==> src/rtl/dwchunks_to_bundles_serial_pkg.sv <==
// Shared constants and state encoding for the DWchunk-to-bundle serial transposer.
// Rows and bundles are both four wide; a full Shadow state is 512 bits.
package dwchunks_to_bundles_serial_pkg;

  localparam int unsigned ROW_W_DEF = 32;
  localparam int unsigned N_ROWS    = 4;
  localparam int unsigned STATE_W   = 512;

  typedef enum logic {
    ST_FILL  = 1'b0,
    ST_DRAIN = 1'b1
  } state_e;

endpackage

==> src/rtl/shadow_row_mux4.sv <==
// Selects bundle k out of the 4x4 row buffer; bundle k is buf[k][3..0],
// with row j in the j-th ROW_W slice of the output.
module shadow_row_mux4
  import dwchunks_to_bundles_serial_pkg::*;
#(
  parameter int unsigned ROW_W = ROW_W_DEF
) (
  input  logic [N_ROWS-1:0][N_ROWS-1:0][ROW_W-1:0] rows_i,
  input  logic [1:0]                               sel_i,
  output logic [N_ROWS*ROW_W-1:0]                  bundle_o
);

  // Pure register-array select, no arithmetic.
  always_comb begin
    bundle_o = rows_i[0];
    case (sel_i)
      2'd0:    bundle_o = rows_i[0];
      2'd1:    bundle_o = rows_i[1];
      2'd2:    bundle_o = rows_i[2];
      2'd3:    bundle_o = rows_i[3];
      default: bundle_o = rows_i[0];
    endcase
  end

endmodule

==> src/rtl/dwchunks_to_bundles_serial.sv <==
// Collects four DWchunks into a 4x4 row buffer (FILL), then streams the four
// bundles out of the same buffer (DRAIN). The two phases never overlap.
module dwchunks_to_bundles_serial
  import dwchunks_to_bundles_serial_pkg::*;
#(
  parameter int unsigned ROW_W = ROW_W_DEF
) (
  input  logic                    clk,
  input  logic                    rst,
  input  logic [N_ROWS*ROW_W-1:0] din,
  input  logic                    din_valid,
  output logic                    din_ready,
  output logic [N_ROWS*ROW_W-1:0] dout,
  output logic                    dout_valid,
  input  logic                    dout_ready,
  output logic                    dout_last,
  output logic                    busy
);

  state_e                                  state_q, state_d;
  logic [1:0]                              j_q, j_d;
  logic [1:0]                              k_q, k_d;
  logic [N_ROWS-1:0][N_ROWS-1:0][ROW_W-1:0] buf_q;
  logic                                    in_hs_s;
  logic                                    out_hs_s;

  // Handshake strobes; ready/valid come from the state register only.
  assign din_ready  = (state_q == ST_FILL);
  assign dout_valid = (state_q == ST_DRAIN);
  assign in_hs_s    = din_ready & din_valid;
  assign out_hs_s   = dout_valid & dout_ready;
  assign dout_last  = dout_valid & (k_q == 2'd3);
  assign busy       = (state_q == ST_DRAIN) | (j_q != 2'd0);

  // Next-state and beat counters; counters only wrap on the phase change.
  always_comb begin
    state_d = state_q;
    j_d     = j_q;
    k_d     = k_q;
    case (state_q)
      ST_FILL: begin
        if (in_hs_s) begin
          if (j_q == 2'd3) begin
            j_d     = 2'd0;
            state_d = ST_DRAIN;
          end else begin
            j_d = j_q + 2'd1;
          end
        end else begin
          j_d = j_q;
        end
      end
      ST_DRAIN: begin
        if (out_hs_s) begin
          if (k_q == 2'd3) begin
            k_d     = 2'd0;
            state_d = ST_FILL;
          end else begin
            k_d = k_q + 2'd1;
          end
        end else begin
          k_d = k_q;
        end
      end
      default: begin
        state_d = ST_FILL;
        j_d     = 2'd0;
        k_d     = 2'd0;
      end
    endcase
  end

  // State, counters and row buffer; reset wins over any handshake.
  always_ff @(posedge clk) begin
    if (rst) begin
      state_q <= ST_FILL;
      j_q     <= 2'd0;
      k_q     <= 2'd0;
      buf_q   <= '0;
    end else begin
      state_q <= state_d;
      j_q     <= j_d;
      k_q     <= k_d;
      if (in_hs_s) begin
        for (int b = 0; b < int'(N_ROWS); b++) begin
          buf_q[b][j_q] <= din[ROW_W*b +: ROW_W];
        end
      end
    end
  end

  shadow_row_mux4 #(
    .ROW_W (ROW_W)
  ) u_mux (
    .rows_i   (buf_q),
    .sel_i    (k_q),
    .bundle_o (dout)
  );

endmodule

==> config.mk <==
export PLATFORM = sky130hd
export DESIGN_NAME = dwchunks_to_bundles_serial
export DESIGN_NICKNAME = d
export VERILOG_FILES = /design/src/rtl/dwchunks_to_bundles_serial_pkg.sv /design/src/rtl/shadow_row_mux4.sv /design/src/rtl/dwchunks_to_bundles_serial.sv
export SDC_FILE = /design/constraint.sdc
export NUM_CORES = 1
export LEC_CHECK = 0
export BUFFER_PORTS_ARGS = -buffer_cell sky130_fd_sc_hd__buf_2
export CAP_MARGIN = 20
export CORE_AREA = 2 2 180 358
export CTS_BUF_LIST = sky130_fd_sc_hd__clkbuf_4 sky130_fd_sc_hd__clkbuf_8 sky130_fd_sc_hd__clkbuf_16
export CTS_CLUSTER_DIAMETER = 40
export CTS_CLUSTER_SIZE = 8
export DETAILED_ROUTE_END_ITERATION = 12
export DIE_AREA = 0 0 182 360
export HOLD_SLACK_MARGIN = 0.02
export PLACE_DENSITY_LB_ADDON = 0.25
export REMOVE_ABC_BUFFERS = 1
export SYNTH_ARGS = -nofsm -noshare
export SYNTH_HDL_FRONTEND = slang
export SYNTH_SLANG_ARGS = --single-unit
==> constraint.sdc <==
create_clock -name clk -period 1.35 [get_ports clk]
set_input_delay 0.0675 -clock clk [delete_from_list [all_inputs] [get_ports clk]]
set_output_delay 0.0675 -clock clk [all_outputs]
set_load 0.1 [all_outputs]
# Word-level counts from Yosys, hierarchy flattened
# Index checks and enable logic that the tools add are counted.
[totals]
register_bits = 517
input_bits = 132
word_cells = 51
[classes]
magnitude_cmp = 2
n_reduce_logical = 5
mux = 14
n_eq_ne = 4
add_sub_neg = 2
bitwise_logic = 5
[op_table]
columns = ["cell", "n"]
rows = [
  ["$bwmux W128", 4],
  ["$pmux W128 S4", 1],
  ["$demux W32 S2", 1],
  ["$mux W32", 1],
  ["$eq A2 B2 Y1 const B", 3],
  ["$add A2 B1 Y2 const B", 2],
  ["$mux W1", 4],
  ["$mux W2", 2],
  ["$reduce_and A2 Y1", 2],
  ["$and A1 B1 Y1", 3],
  ["$lt A2 B3 Y1 const B", 1],
  ["$eq A2 B1 Y1 const B", 1],
  ["$ge A2 B1 Y1 const B", 1],
  ["$logic_not A2 Y1", 1],
  ["$pmux W1 S2", 1],
  ["$reduce_bool A2 Y1", 1],
  ["$logic_and A1 B1 Y1", 1],
  ["$not A1 Y1", 1],
  ["$or A1 B1 Y1", 1],
]

# Longest topological paths before layout
# Gate-level depths: netlist (run 1).
[depth]
word_depth = 5
mapped_depth = 7

# By module
# Synthesis (run 1) repeated with hierarchy kept, for this count alone.
[unflattened]
cells_unflattened = 2414
area_unflattened_um2 = 21503.1
[by_module_without_submodules]
columns = ["module", "cells_each", "instances", "area_each_um2"]
rows = [
  ["dwchunks_to_bundles_serial", 2258, 1, 18306.3],
  ["shadow_row_mux4", 156, 1, 3196.8],
]

# Worst setup path after synthesis (run 1)
# Ideal clock, no wire load.
[synth_path]
path_type = "flip-flop to output port"
start = "reg k_q[0]"
end = "out dout[18]"
stages_incl_launch_ff = 6
path_buffers = 2
slack_ns = -1.426
arrival_ns = 2.708
path_cell_list = "dfxtp_1 inv_1 ha_1 buf_2 buf_2 mux2i_1"
[synth_between]
elab_chain_cells = 2
elab_cells_between_ends = 5
[synth_rtl]
columns = ["item", "line_no", "text"]
rows = [
  ["start: declaration", "dwchunks_to_bundles_serial.sv:22", "logic [1:0] k_q, k_d;"],
  ["start signal: assignment", "dwchunks_to_bundles_serial.sv:83", "k_q <= k_d;"],
  ["$eq A2 B2 Y1, or another cell as far along", "shadow_row_mux4.sv:16", "case (sel_i)"],
  ["$pmux W128 S4 *", "shadow_row_mux4.sv:16", ""],
  ["end: declaration", "dwchunks_to_bundles_serial.sv:13", "output logic [N_ROWS*ROW_W-1:0] dout,"],
]
# Mark *: on every way between the ends. The rest lies on a longest branch, timed or not.

# Worst setup path in the final report (run 1)
[layout_path]
start = "reg k_q[0]"
end = "out dout[2]"
# Same word-level chain as after synthesis.

==> results of run 1 <==
==> cells by family (layout without fill, tap and decap cells) <==
kind of cell	count (synthesis)	after routing	share of synthesized area
adders and majority gates	8	8	0.00460
and+or+nand+nor	1045	1045	0.182
muxes	131	131	0.0603
AOI/OAI and AO/OA	642	642	0.181
other	0	1	0
buffers and inverters	361	896	0.0963
DFF	517	517	0.476
==> routing by layer <==
| metal | track usage | part of all wire | vias up |
|---|---|---|---|
| li1 | - | - | 10100 |
| met1 | 0.259 | 0.38 | 10400 |
| met2 | 0.406 | 0.52 | 924 |
| met3 | 0.0295 | 0.057 | 203 |
| met4 | 0.0946 | 0.043 | 0 |
| met5 | 0 | 0 | - |
==> cell usage after synthesis <==
| cell type | instances | share of area |
|---|---|---|
| nand2_1 | 1028 | 0.18 |
| dfxtp_1 | 517 | 0.48 |
| a21oi_1 | 492 | 0.11 |
| inv_1 | 133 | 0.023 |
| mux2i_1 | 131 | 0.060 |
| a222oi_1 | 128 | 0.059 |
| buf_2 | 100 | 0.023 |
| clkbuf_1 | 47 | 0.0081 |
| buf_8 | 29 | 0.020 |
| buf_6 | 23 | 0.012 |
| a21oi_2 | 22 | 0.0089 |
| buf_4 | 20 | 0.0069 |
| ha_1 | 8 | 0.0046 |
| nor2_1 | 6 | 0.0010 |
| buf_1 | 5 | 0.00086 |
| clkbuf_8 | 4 | 0.0025 |
| nand3b_1 | 4 | 0.0014 |
| and3b_1 | 3 | 0.0012 |
| and2_1 | 1 | 0.00029 |
| and3b_2 | 1 | 0.00046 |
| nand3_1 | 1 | 0.00023 |
| nor2b_1 | 1 | 0.00029 |
==> worst max path at each step <==
stage | endpoint | cells after the start | slack (ns) | startpoint
after floorplan | dout[0] | 3 | -5.86 | k_q[0]
after global placement | dout[50] | 8 | -0.70 | k_q[0]
after detailed placement | dout[50] | 8 | -0.70 | k_q[0]
after CTS | dout[50] | 8 | -1.24 | k_q[0]
after global routing | dout[93] | 8 | -1.27 | k_q[0]
final | dout[2] | 8 | -1.19 | k_q[0]
==> per-stage QoR <==
step | setup WS (ns) | cell area (sq um)
after CTS | -1.24 | 31400
after global placement | -0.700 | 26700
final | -1.19 | 33800
after floorplan | -5.86 | 20200
after global routing | -1.27 | 33800
after detailed placement | -0.701 | 26700
==> worst max-delay path, delay by kind of cell (launching register included) <==
kind | cells | cell delay (ns)
buffers and inverters | 5 | 0.80
multiplexers | 1 | 0.19
flip-flops | 1 | 0.36
AO/OA/AOI/OAI | 1 | 0.34
adder cells (fa/ha/maj) | 1 | 0.19
==> area by class of cell <==
| cell class | instances | area, sq um | area share |
|---|---|---|---|
| antenna | 1 | 2.50 | 0.0000740 |
| sequential | 517 | 10400 | 0.307 |
| tap | 792 | 991 | 0.0293 |
| inverter | 133 | 512 | 0.0151 |
| clock buffer | 82 | 2030 | 0.0600 |
| multi-input combinational | 1826 | 10800 | 0.320 |
| clock inverter | 6 | 71.3 | 0.00211 |
| timing repair buffer | 675 | 9020 | 0.267 |
==> where the power goes <==
| group | switching (mW) | leakage (nW) | total (mW) | internal (mW) |
|---|---|---|---|---|
| Sequential | 0.339 | 4.20 | 16.2 | 15.9 |
| Combinational | 3.91 | 7.74 | 6.63 | 2.72 |
| Clock | 6.66 | 1.03 | 17.2 | 10.5 |
| Total | 10.9 | 13.0 | 40.0 | 29.1 |
==> sequential cells by signal (all words and copies together), names as in the netlist <==
name and cells:
dout_valid 1, j_q 2, buf_q 512, k_q 2
==> timing repair <==
action / CTS / global route
gates cloned: 18 / 31
hold buffers: 131 / 0
buffers inserted: 38 / 34
setup endpoints to repair: 644 / 646
pin swaps: 83 / 196
endpoints found under the hold margin: 516 / 0
gates resized for setup: 146 / 397
==> out/results.tsv, run 1 <==
stage	metric	value	unit
outcome	status	complete, but fails checks	
outcome	failing checks	negative setup slack	
min_path	critical hold path startpoint	din[25]	
floorplanning	Die Width	182	microns
worst_setup_path	R2R setup slack	-0.25	ns
worst_setup_path	Critical R2R Launch	j_q[1]	
place	Final HPWL DP	48100	microns
final_layout	Fillers	5531	
synthesis	Netlist cell types	22	
pwr	Pwr per Cell Area	1180	mW/mm^2
cts	Skew-Pair Late Insertion Delay	0.58	ns
synthesis	synth warn	0	
sta	worst slew pin tran	0.568	ns
drt	First-pass DRT Iterations	9	
drt	Vias/cell	5.35	
pwr	Lkg Pwr	13.0	nW
worst_setup_path	Critical Path AT	2.48	ns
min_path	Hold Path Depth	4	
synthesis	Syn Area/Cell	8.05	sq um
synthesis	Seq cells post-synth	517	
worst_setup_path	FF-to-FF path depth	7	
global_route	GRT overflow	0	
final_layout	final core utilization	0.539	
cts	Clock Sink Count	517	
sta	Slew HR	0.621	
min_path	Hold Crit Class	in -> reg	
min_path	Worst Hold End	buf_q[25]	
sta	Setup Total Neg Slack	-225.40	ns
cts	CTS buffer count	76	
final_layout	share of cells above drive strength 1	0.290	
sta	final number of setup-violating endpoints	646	
worst_setup_path	RR Endpoint	buf_q[371]	
floorplanning	row cnt	130	
drt	DR vias	21600	
worst_setup_path	critical path startpoint category	flop	
cts	CTS H-tree depth	3	
worst_setup_path	CP endpoint kind	primary output	
sta	Final Cycle Share	1.88	
drt	antenna viol nets, final	0	
cts	CTS tree	yes	
sta	Achievable Freq	0.393	GHz
final_layout	area delta synth->final	55.4	%
drt	DR DRC count	0	
cts	clock tree root driver cell	clkbuf_16	
sta	final worst path period need	2.54	ns
floorplanning	Core Area	0.0628	sq mm
cts	CTS clk-pin slew, worst paths	0.05	ns
global_route	GRT Total Usage	0.223	
global_route	initial antenna violation count	1	
place	placed instance count	3709	
worst_setup_path	Critical Path Max Stage Delay	0.36	ns
worst_setup_path	crit-path cells	buf_6, ha_4, buf_12, buf_12, buf_4, a222oi_1, mux2i_1, buf_12	
drt	drt initial violations	2267	
final_layout	most frequent cells in the layout	917 x nand2_1, 512 x dfxtp_1, 373 x a21oi_1	
worst_setup_path	worst-path maximum fanout	12	
place	RD Place Congestion	0.825	
worst_setup_path	Critical Path RT	1.28	ns
cts	maximum clock path buffer count	3	
global_route	pin count of the biggest net entering global routing	100	
worst_setup_path	Crit path top cell by count	buf_12	
sta	Max Slew Vio Count	0	
synthesis	Synth Instances	2704	
pwr	overall power	40.0	mW
global_route	first-pass GRT wire length	115000	microns
sta	RSZ-0062 raised after global routing	true	
sta	Final Hold Fails	0	
floorplanning	IO Pins	264	
worst_setup_path	CP max stage cell	dfxtp_4	
global_route	vias in the first global route	21000	
final_layout	commonest non-fill, non-tap cell in the layout	nand2_1	
final_layout	fin cells	4032	
pwr	Max rail drop VDD	0.000699	V
synthesis	sequential element share of the synthesized area	0.476	
floorplanning	Die H	360	microns
drt	routed len/inst	20.3	microns
drt	final wirelength	81900	microns
worst_setup_path	Setup Crit Path Kind	reg -> out	
synthesis	mapped cell area	0.0218	sq mm
sta	Hold WS	0.308	ns
floorplanning	Die ar.	0.0655	sq mm
sta	PnR worst setup slack	-1.19	ns
final_layout	Layout Nets	3369	
place	I/O Buffers	263	
floorplanning	Initial Util	0.347	
job	max cap viols	0	
sta	clk_skew	0.0222	ns
No activity file was read; power rests on OpenSTA's default activity.
==> run 2: changes to the inputs <==
- ABC_AREA: default -> 1
- CORE_AREA: 2 2 180 358 -> 2 2 194 387
- DIE_AREA: 0 0 182 360 -> 0 0 196 389
==> out/results.tsv, run 2 <==
stage	metric	value	unit
final_layout	fin cells	5819	
pwr	overall power	46.4	mW
drt	antenna viol nets, final	0	
drt	drt initial violations	1542	
floorplanning	Core Area	0.0734	sq mm
worst_setup_path	critical path startpoint category	flop	
worst_setup_path	Setup Crit Path Kind	reg -> out	
global_route	pin count of the biggest net entering global routing	49	
worst_setup_path	R2R setup slack	-0.26	ns
floorplanning	Die H	389	microns
cts	CTS tree	yes	
worst_setup_path	CP bufs+invs	7	
drt	First-pass DRT Iterations	5	
final_layout	Fillers	6650	
global_route	initial antenna violation count	10	
sta	final worst path period need	2.43	ns
min_path	Hold Path Depth	3	
worst_setup_path	CP max stage cell	dfxtp_4	
synthesis	Async S/R FF share, synth	0	
cts	CTS clk-pin slew, worst paths	0.05	ns
worst_setup_path	Critical Path Max Stage Delay	0.37	ns
synthesis	Synth Flop Type	dfxtp_1	
sta	RSZ-0062 raised after global routing	true	
min_path	critical hold path startpoint	rst	
min_path	Worst Hold End	j_q[1]	
sta	Hold WS	0.225	ns
outcome	status	complete, but fails checks	
sta	final number of setup-violating endpoints	631	
synthesis	mapped cell area	0.0254	sq mm
final_layout	Largest register FFs	512	
place	I/O Buffers	263	
place	Final HPWL DP	51400	microns
final_layout	area delta synth->final	57.2	%
synthesis	sequential element share of the synthesized area	0.407	
outcome	failing checks	negative setup slack	
pwr	Lkg Pwr	20.5	nW
sta	Setup Total Neg Slack	-196.70	ns
place	RD Place Congestion	0.828	
synthesis	Synth Instances	4256	
min_path	Hold Crit Class	in -> reg	
cts	Clock Sink Count	517	
floorplanning	IO Pins	264	
final_layout	commonest non-fill, non-tap cell in the layout	nand2_1	
global_route	vias in the first global route	24900	
cts	maximum clock path buffer count	3	
synthesis	Seq cells post-synth	517	
global_route	GRT Total Usage	0.221	
worst_setup_path	Crit path top cell by count	buf_12	
synthesis	Syn Area/Cell	5.97	sq um
sta	worst slew pin tran	0.332	ns
drt	DR DRC count	0	
drt	final wirelength	93600	microns
cts	Skew-Pair Late Insertion Delay	0.63	ns
final_layout	Layout Nets	4995	
final_layout	Top Registers	buf_q (512), j_q (2), k_q (2)	
floorplanning	Initial Util	0.346	
worst_setup_path	family with the most delay on the worst path	buffers and inverters	
worst_setup_path	worst-path maximum fanout	8	
synthesis	synth warn	0	
final_layout	share of cells above drive strength 1	0.266	
final_layout	Multi-input gate area	0.0133	sq mm
pwr	Pwr per Cell Area	1160	mW/mm^2
worst_setup_path	Critical Path RT	1.28	ns
place	placed instance count	5440	
final_layout	design area	0.0400	sq mm
worst_setup_path	CP endpoint kind	primary output	
final_layout	Largest Register	buf_q	
floorplanning	row cnt	141	
worst_setup_path	RR Endpoint	dout_valid	
worst_setup_path	crit-path cells	buf_6, ha_4, buf_12, buf_12, buf_16, nand2_2, nand2_1, inv_1, a21oi_2, buf_4, buf_12	
synthesis	cell type with the largest total area after synthesis	dfxtp_1	
sta	Max Slew Vio Count	0	
cts	CTS buffer count	81	
synthesis	top cells by area, synth	dfxtp_1 41%, nand2_1 21%, nor2_1 17%	
drt	Vias/cell	4.63	
synthesis	commonest cells in the netlist	1415 x nand2_1, 1159 x nor2_1, 648 x inv_1	
synthesis	post-synth top area share	0.407	
sta	Slew HR	0.779	
sta	Achievable Freq	0.411	GHz
drt	routed len/inst	16.1	microns
final_layout	most frequent cells in the layout	1162 x nand2_1, 1067 x nor2_1, 583 x inv_1	
sta	PnR worst setup slack	-1.08	ns
cts	clock tree root driver cell	clkbuf_16	
floorplanning	Die ar.	0.0762	sq mm
worst_setup_path	Crit. Startpoint	k_q[0]	
worst_setup_path	Critical R2R Launch	k_q[0]	
cts	CTS H-tree depth	3	
final_layout	Storage cell area	0.0104	sq mm
place	Cell Area, Placed	0.0310	sq mm
synthesis	Netlist cell types	15	
worst_setup_path	FF-to-FF path depth	10	
synthesis	cell with the most instances after synthesis	nand2_1	
drt	DR vias	27000	
sta	Final Hold Fails	0	
job	max cap viols	0	
sta	clk_skew	0.0248	ns
global_route	GRT overflow	0	
sta	Final Cycle Share	1.80	
synthesis	Post-synth EDFFs	0	
floorplanning	Die Width	196	microns
worst_setup_path	Critical Path AT	2.37	ns
global_route	first-pass GRT wire length	135000	microns
pwr	Max rail drop VDD	0.000927	V
==> run 2: worst max-delay path by stage <==
| stage | endpoint | slack, ns | cells past startpoint |
|---|---|---|---|
| after global placement | dout[97] | -0.49 | 8 |
| after CTS | dout[40] | -1.07 | 10 |
| after detailed placement | dout[61] | -0.50 | 9 |
| after global routing | dout[49] | -1.16 | 11 |
| after floorplan | j_q[0] | -6.77 | 3 |
| final | dout[49] | -1.08 | 11 |
==> run 2: final cells by class <==
cell class | count | share of cell area
diodes | 8 | 0.000501
clock buffers | 97 | 0.0561
clock inverters | 13 | 0.00463
inverters | 649 | 0.0620
multi-input cells | 2849 | 0.333
flip-flops and latches | 517 | 0.259
well taps | 929 | 0.0291
repair buffers | 756 | 0.255
repair inverters | 1 | 0.000282
==> run 2: power by group <==
group / leakage, nW / total [mW] / switching, mW / internal (mW)
sequential: 4.22 / 16.7 / 0.516 / 16.2
combinational: 15.1 / 10.0 / 5.94 / 4.11
clock: 1.20 / 19.7 / 7.37 / 12.3
total: 20.5 / 46.4 / 13.8 / 32.6
==> run 2: stage by stage <==
step | setup slack [ns] | util
detailed placement | -0.497 | 0.423
finish | -1.08 | 0.545
global route | -1.16 | 0.544
CTS | -1.07 | 0.504
global placement | -0.492 | 0.423
floorplan | -6.77 | -
==> run 2: metal layers <==
layer / GRT usage / up-vias / part of all wire
li1: - / 13500 / -
met3: 0.0351 / 182 / 0.061
met5: 0 / - / 0.00026
met4: 0.0736 / 4 / 0.033
met2: 0.371 / 922 / 0.48
met1: 0.287 / 12300 / 0.43
==> run 2: cell families after synthesis <==
logic type,share of synthesized area
buffers and inverters,0.154
AO/OA/AOI/OAI,0.0516
AND/OR/NAND/NOR,0.383
adder cells (fa/ha/maj),0.00394
flip-flops,0.407
==> run 2: worst register-to-register path, stage by stage (launching register included) <==
cell	delay, ns
dfxtp_4	0.36
buf_6	0.13
ha_4	0.16
buf_12	0.16
buf_12	0.15
buf_16	0.15
buf_12	0.13
buf_6	0.11
nand2_1	0.05
nand2_1	0.04
a21oi_1	0.11
==> run 2: timing repair <==
action	4_1_cts	5_1_grt
endpoints found under the setup margin	625	641
setup buffers	37	29
endpoints found under the hold margin	517	0
pin swaps	45	200
hold buffers	131	0
gates resized for setup	284	557
gates cloned	32	45
